File: config.mk
export PLATFORM = sky130hd
export DESIGN_NAME = flow_deproc
export DESIGN_NICKNAME = d
export VERILOG_FILES = /design/src/rtl/flow_deproc.sv
export SDC_FILE = /design/constraint.sdc
export NUM_CORES = 1
export LEC_CHECK = 0
export ABC_CLOCK_PERIOD_IN_PS = 2400
export CORE_UTILIZATION = 38
export CTS_BUF_LIST = sky130_fd_sc_hd__clkbuf_4 sky130_fd_sc_hd__clkbuf_8
export CTS_CLUSTER_DIAMETER = 50
export DETAILED_ROUTE_END_ITERATION = 8
export PLACE_DENSITY = 0.67
export SETUP_SLACK_MARGIN = 0.4
export SLEW_MARGIN = 30
export SYNTH_ARGS = -nofsm -noshare
export SYNTH_HDL_FRONTEND = slang
export SYNTH_SLANG_ARGS = --single-unit
File: constraint.sdc
create_clock -name clk -period 2.4 [get_ports clk]
set_input_delay 0.36 -clock clk [delete_from_list [all_inputs] [get_ports clk]]
set_output_delay 0.36 -clock clk [all_outputs]
set_load 0.005 [all_outputs]
File: src/rtl/flow_deproc.sv
// Receive-side decoder for the flow_proc XOR packet encoding.
// Buffers one encoded packet, then replays it decoded, one beat per cycle.
module flow_deproc #(
    parameter int DATA_WIDTH = 8,
    parameter int MAX_LEN    = 16,
    parameter int ADDR_W     = 4
) (
    input  logic                  clk,
    input  logic                  rst_n,
    input  logic                  data_in_vld,
    input  logic                  sop_in_vld,
    input  logic                  eop_in_vld,
    input  logic [DATA_WIDTH-1:0] data_in,
    output logic                  in_rdy,
    output logic                  data_out_vld,
    output logic                  sop_out_vld,
    output logic                  eop_out_vld,
    output logic [DATA_WIDTH-1:0] data_out,
    output logic                  drop_err
);

    typedef enum logic [1:0] {IDLE, RECV, SEND} state_t;

    localparam logic [ADDR_W:0] LEN_MAX = (ADDR_W+1)'(MAX_LEN);
    localparam logic [ADDR_W:0] LEN_ONE = (ADDR_W+1)'(1);

    state_t                state, state_n;
    logic [ADDR_W:0]       len, len_n;
    logic [ADDR_W-1:0]     rd, rd_n;
    logic [DATA_WIDTH-1:0] acc, acc_n;
    logic                  skip, skip_n;
    logic                  wr_en;
    logic [ADDR_W-1:0]     wr_addr;
    logic                  vld_n, sop_n, eop_n, drop_n;
    logic [DATA_WIDTH-1:0] data_n;
    logic [ADDR_W:0]       last_idx;
    logic                  last_beat;

    logic [DATA_WIDTH-1:0] mem [MAX_LEN];

    // NOTE: the packet buffer has no reset; every slot is written before it is read.
    always_ff @(posedge clk) begin
        if (wr_en) mem[wr_addr] <= data_in;
    end

    assign last_idx  = len - LEN_ONE;
    assign last_beat = ({1'b0, rd} == last_idx);

    // Hold off a new packet until the final decoded beat has left the output register.
    assign in_rdy = (state == IDLE) && !eop_out_vld;

    // NOTE: every output of this block is assigned a default first so no latch is inferred.
    always_comb begin
        state_n = state;
        len_n   = len;
        rd_n    = rd;
        acc_n   = acc;
        skip_n  = skip;
        wr_en   = 1'b0;
        wr_addr = len[ADDR_W-1:0];
        vld_n   = 1'b0;
        sop_n   = 1'b0;
        eop_n   = 1'b0;
        drop_n  = 1'b0;
        data_n  = '0;

        case (state)
            IDLE: begin
                skip_n = 1'b0;
                rd_n   = '0;
                if (data_in_vld && sop_in_vld) begin
                    wr_en   = 1'b1;
                    wr_addr = '0;
                    acc_n   = data_in;
                    len_n   = LEN_ONE;
                    state_n = eop_in_vld ? SEND : RECV;
                end
            end
            RECV: begin
                rd_n = '0;
                if (!data_in_vld) begin
                    drop_n  = 1'b1;
                    state_n = IDLE;
                end else if (sop_in_vld) begin
                    // Restart: the old packet is lost, the new beat becomes beat 0.
                    drop_n  = 1'b1;
                    wr_en   = 1'b1;
                    wr_addr = '0;
                    acc_n   = data_in;
                    len_n   = LEN_ONE;
                    state_n = eop_in_vld ? SEND : RECV;
                end else if (len == LEN_MAX) begin
                    drop_n  = 1'b1;
                    state_n = IDLE;
                end else begin
                    wr_en = 1'b1;
                    acc_n = acc ^ data_in;
                    len_n = len + LEN_ONE;
                    if (eop_in_vld) state_n = SEND;
                end
            end
            SEND: begin
                vld_n  = 1'b1;
                data_n = acc;
                sop_n  = (rd == '0);
                eop_n  = last_beat;
                acc_n  = acc ^ mem[rd];
                rd_n   = rd + 1'b1;
                if (last_beat) state_n = IDLE;
                // An intruding packet is reported once and swallowed through its eop.
                if (data_in_vld) begin
                    if (!skip) drop_n = 1'b1;
                    skip_n = !eop_in_vld;
                end
            end
            default: state_n = IDLE;
        endcase
    end

    // NOTE: sequential state uses non-blocking assignments so all registers update together.
    always_ff @(posedge clk or negedge rst_n) begin
        if (!rst_n) begin
            state        <= IDLE;
            len          <= '0;
            rd           <= '0;
            acc          <= '0;
            skip         <= 1'b0;
            data_out_vld <= 1'b0;
            sop_out_vld  <= 1'b0;
            eop_out_vld  <= 1'b0;
            data_out     <= '0;
            drop_err     <= 1'b0;
        end else begin
            state        <= state_n;
            len          <= len_n;
            rd           <= rd_n;
            acc          <= acc_n;
            skip         <= skip_n;
            data_out_vld <= vld_n;
            sop_out_vld  <= sop_n;
            eop_out_vld  <= eop_n;
            data_out     <= data_n;
            drop_err     <= drop_n;
        end
    end

endmodule
Word level (Yosys, flattened, before mapping)
Memory sizes are Yosys's and may differ from the RTL's.
Cells that the tools add are included.
{"block": "op_classes", "add_sub_neg": 3, "eq_ne": 10, "muxes": 42, "bitwise": 2, "n_reduce_logical": 15}
{"operator": "8-bit two-way mux", "count": 5}
{"operator": "8-bit case mux with 3 select lines", "count": 1}
{"operator": "5-bit two-way mux", "count": 4}
{"operator": "4-bit case mux with 2 select lines", "count": 2}
{"operator": "8-bit XOR", "count": 2}
{"operator": "1-bit two-way mux", "count": 15}
{"operator": "2-bit two-way mux", "count": 7}
{"operator": "4-bit two-way mux", "count": 3}
{"operator": "5-bit case mux with 2 select lines", "count": 1}
{"operator": "4-bit AND reduction", "count": 2}
{"operator": "2-bit inequality test, second input constant", "count": 3}
{"operator": "1-bit case mux with 2 select lines", "count": 3}
{"operator": "2-bit case mux with 3 select lines", "count": 1}
{"operator": "2-bit nonzero test", "count": 3}
{"operator": "5-bit by 1-bit adder with 5-bit output, second input constant", "count": 1}
{"operator": "4-bit by 5-bit == test with 1-bit output", "count": 1}
{"operator": "5-bit == test, second input constant", "count": 1}
{"operator": "5-bit inequality test, second input constant", "count": 1}
{"operator": "5-bit by 1-bit subtractor with 5-bit output, second input constant", "count": 1}
{"operator": "4-bit by 1-bit adder with 4-bit output, second input constant", "count": 1}
{"operator": "4-bit logical NOT", "count": 1}
{"operator": "3-bit inequality test, second input constant", "count": 1}
{"operator": "3-bit AND reduction", "count": 1}
{"operator": "3-bit nonzero test", "count": 1}
{"operator": "other kinds (8)", "count": 10}
{"block": "word_totals", "register_bits": 32, "ramBits": 128, "input_bits": 13, "output_inout_bits": 13, "elab_cells": 83, "mem_count": 1}
{"name": "mem", "depth": 16, "width": 8, "rd": 1, "rd_ports_with_merged_regs": 0, "write_ports": 1, "line_no": "39", "rtl": "logic [DATA_WIDTH-1:0] mem [MAX_LEN];"}

Logic depth before layout (Yosys ltp)
{"block": "logic_depth", "word_depth": 7, "depth_mapped": 8, "mapped_depth_nobuf": 7}

Least setup slack after synthesis
No wires, ideal clock.
{"block": "synth_timing", "path_type": "register to register", "from": "register len[0]", "to": "memory mem[11][0], enable pin", "setup_time_ns": 0.385, "arrival_time_ns": 2.246, "required_ns": 2.015, "path_slack_ns": -0.232, "path_stages_with_launch": 8, "n_path_buf": 1, "period_less_slack_ns": 2.632, "cell_sequence": "dfrtp_1 buf_1 inv_1 ha_1 nand4bb_1 and2_1 nand3_1 nor3b_1"}
{"block": "synth_between", "elab_chain_len": 7, "elab_cells_between_ends": 11, "cone_classes": "eq/ne (1); mux (10)"}
{"element": "from (decl)", "line_no": "28", "rtl": "logic [ADDR_W:0] len, len_n;"}
{"element": "from (signal assigned)", "line_no": "135", "rtl": "len <= len_n;"}
{"element": "5-bit == test", "line_no": "92", "rtl": "end else if (len == LEN_MAX) begin"}
{"element": "1-bit two-way mux", "line_no": "92"}
{"element": "1-bit two-way mux", "line_no": "84", "rtl": "end else if (sop_in_vld) begin"}
{"element": "1-bit two-way mux", "line_no": "81", "rtl": "if (!data_in_vld) begin"}
{"element": "1-bit case mux with 2 select lines", "line_no": "67", "rtl": "case (state)"}
{"element": "1-bit two-way mux", "line_no": "43", "rtl": "if (wr_en) mem[wr_addr] <= data_in;"}
{"element": "1-bit two-way mux (not written as such)", "line_no": "43"}
{"element": "to (decl)", "line_no": "39"}
Parallel ways exist; a longest one is shown, timed or not.

Worst setup path in the final report
{"block": "layout_timing", "from": "register rd[0]", "to": "register acc[0]"}
{"block": "layout_between", "elab_chain_len": 3}
{"element": "from (decl)", "line_no": "29", "rtl": "logic [ADDR_W-1:0] rd, rd_n;"}
{"element": "from (signal assigned)", "line_no": "136", "rtl": "rd <= rd_n;"}
{"element": "memory 16 x 8 bit"}
{"element": "8-bit XOR", "line_no": "107", "rtl": "acc_n = acc ^ mem[rd];"}
{"element": "8-bit case mux with 3 select lines", "line_no": "67"}
{"element": "to (signal assigned)", "line_no": "137", "rtl": "acc <= acc_n;"}
{"element": "to (decl)", "line_no": "30", "rtl": "logic [DATA_WIDTH-1:0] acc, acc_n;"}
No other way between the ends.
A chain may end at the register's enable or synchronous reset.

==> run summary <==
Final Hold Vio Count: 0
Status: finished, final reports clean
Synth Area per Inst: 15.3 um2
Peak supply drop: 476 uV
Post-layout util: 48.2%
Setup TNS: 0 ns
CTS Hold Bufs: 0
Post-synthesis sequential area ratio: 67.1%
Post-synthesis mux area share: 11.1%
Synth Instances: 451
Routed WL: 16,200 um
XOR/XNOR share of the synthesized area: 0.759%
Skew-Pair Late Insertion Delay: 0.45 ns
Proportion of layout cells with a drive suffix above 1: 26.7%
CORE AREA: 17,500 um2
CTS tree: yes
Max Fanout on Critical Path: 8
Clk slew on worst S/H paths: 0.09 ns
Antenna Diode Count: 0
# DRC: 0
Largest cells by area after synthesis: edfxtp_1 56%, dfrtp_1 12%, mux4_2 7.8%
Worst min-delay path class: in2async
Root buffer cell: clkbuf_8
Pwr per Cell Area: 1040 nW/um2
Total CTS buffers: 17
Static leakage: 2.90 nW
Setup crit end kind: flop
Top-count cell post-synth: edfxtp_1
Critical Path RT: 2.73 ns
Fillers: 1,480
Initial antenna violation count: 0
DPL Wire Length: 10,300 um
I/O pin cnt: 26
Crit path arrival time: 2.54 ns
Die area: 18,800 um2
H-tree levels: 4
Final net count: 544
Fmax: 453 MHz
Die height: 137 um
Relative slew slack: 41.9%
Synth Area in Compound Gates: 9.11%
Gpl congestion: 0.820
Adder-cell share of the synthesized area: 1.45%
Final instance area: 8450 um2
Tmin final: 2.21 ns
Syn Nets: 472
Syn Std Cell Area: 6920 um2
DRT iter0 DRCs: 437
Detail Route Antenna Nets: 0
Post-synth top area share: 55.5%
Worst setup margin: 0.193 ns
Post-synthesis simple-gate area fraction: 7.39%
Endpoints failing setup: 0
DP Area: 7730 um2
Port bufs: 25
Yosys warnings: 0
Via count of the first global-routing pass: 4,280
Reg2reg setup slack: 0.19 ns
Initial Utilization: 39.5%
Leading cell types by count after synthesis: 128 x edfxtp_1, 37 x nor2_1, 32 x dfrtp_1
Worst Clk Skew: 0.0127 ns
# Max-Cap Violations: 0
DRT Pass-1 Iters: 8
Clock sink count: 160
First-pass GRT wire length: 24,400 um
Pre-CTS setup slack: 0.159 ns
RSZ-0062 raised after global routing: true
Worst-Margin Slew: 0.869 ns
DR WL/cell: 21.3 um
GRT Util Overall: 18.3%
Setup CP Type: reg2reg
Main combinational cell family by area after synthesis: multiplexers
Std-Cell Rows: 48
Main synth FF type: edfxtp_1
EDFF count, synth: 128
Post-synthesis async set-or-reset flop share: 20.0%
Vias post-DR: 4,266
Routed vias/inst: 5.61
Die width: 137 um
Area Growth Syn to Fin: 22.1%
Final worst path period share: 92.0%
Slew Viols, Final: 0
Startpoint Class: flop
Largest net degree at the start of global routing: 38
Netlist cell types: 44
Clk buf depth: 2
Synth Register Bits: 160
Overflow left after global routing: 0
Top cell type by total area after synthesis: edfxtp_1
==> per-stage QoR <==
step	hold slack [ns]	instances	total power [mW]
final	0.341	761	8.78
after global routing	0.396	761	9.22
after global placement	0.494	714	6.06
after detailed placement	0.495	714	6.14
after CTS	0.336	754	8.60
after floorplan	0.0644	451	5.25
==> path summary, 6_finish.rpt <==
path                                     from                     to  depth (start not counted)
min reg2reg                acc[4]$_DFFE_PN0P_     acc[4]$_DFFE_PN0P_                          1
min in group clk           acc[4]$_DFFE_PN0P_     acc[4]$_DFFE_PN0P_                          1
max in group asynchronous               rst_n     acc[1]$_DFFE_PN0P_                          2
min                                     rst_n  data_out[6]$_DFF_PN0_                          1
max                         rd[0]$_DFFE_PN0P_     acc[0]$_DFFE_PN0P_                          7
max reg2reg                 rd[0]$_DFFE_PN0P_     acc[0]$_DFFE_PN0P_                          7
==> critical path: stages (launching register included) <==
cell,delay [ns]
dfrtp_2,0.44
buf_12,0.17
buf_12,0.14
mux4_1,0.57
a22oi_2,0.26
nand2_1,0.10
a222oi_1,0.31
o2bb2ai_1,0.12
==> sequential cells by signal (all words and copies together), names as in the netlist <==
signal        count
len               5
skip              1
sop_out_vld       1
acc               8
data_out          8
drop_err          1
state             2
eop_out_vld       1
rd                4
mem             128
data_out_vld      1
==> per-layer routing <==
metal | up-vias | routed length [um] | part of all wire [%] | global-route usage, %
met4 | 0 | 314 | 1.9 | 7.45
li1 | 1911 | - | - | -
met5 | - | 0 | 0 | 0
met2 | 157 | 7790 | 48 | 28.2
met1 | 2178 | 7140 | 44 | 25.3
met3 | 20 | 949 | 5.9 | 3.59
==> cell type report <==
type	count	area, um2	area share (%)
Sequential cell	160	4650	55.0
Multi-Input combinational cell	245	2240	26.5
Timing Repair Buffer	79	738	8.74
Tap cell	225	282	3.33
Clock buffer	20	263	3.11
Clock inverter	12	205	2.43
Inverter	20	75.1	0.888
==> cell families after synthesis <==
family	Yosys count
mux	34
xor+xnor	6
buf+inv	46
compound gates	91
simple gates	106
fa+ha+maj	8
flops	160
==> power by group <==
part | total [mW] | internal [mW] | switching (mW)
registers | 3.35 | 3.22 | 0.128
clock network | 2.30 | 1.30 | 0.996
logic | 3.13 | 1.47 | 1.66
total | 8.78 | 5.99 | 2.78
==> cells in the final DEF (no fill, tap or decap), types with 4 or more instances in the layout <==
| cell | synthesis | routed |
|---|---|---|
| edfxtp_1 | 128 | 128 |
| buf_4 | 0 | 47 |
| nor2_1 | 37 | 36 |
| dfrtp_1 | 32 | 31 |
| o21ai_0 | 30 | 30 |
| mux4_2 | 24 | 26 |
| clkdlybuf4s50_1 | 0 | 24 |
| nand2_1 | 23 | 22 |
| clkbuf_8 | 0 | 18 |
| inv_1 | 19 | 15 |
| nand2b_1 | 12 | 12 |
| a22oi_2 | 0 | 11 |
| o31ai_1 | 10 | 10 |
| o2bb2ai_1 | 9 | 9 |
| a222oi_1 | 8 | 8 |
| nand3_1 | 8 | 7 |
| a21oi_1 | 6 | 6 |
| mux4_1 | 8 | 6 |
| a22oi_1 | 17 | 6 |
| ha_1 | 8 | 6 |
| xor2_1 | 5 | 5 |
| bufinv_16 | 0 | 5 |
| buf_12 | 1 | 5 |
| inv_2 | 0 | 4 |
==> timing repair <==
item | in CTS | in global routing
resized for setup | 14 | 15
gates cloned | 0 | 1
endpoints found under the setup margin | 19 | 10
buffers inserted | 8 | 6
pin swaps | 5 | 15
hold endpoints to repair | 0 | 0
Power figures use the tool's default switching activity.
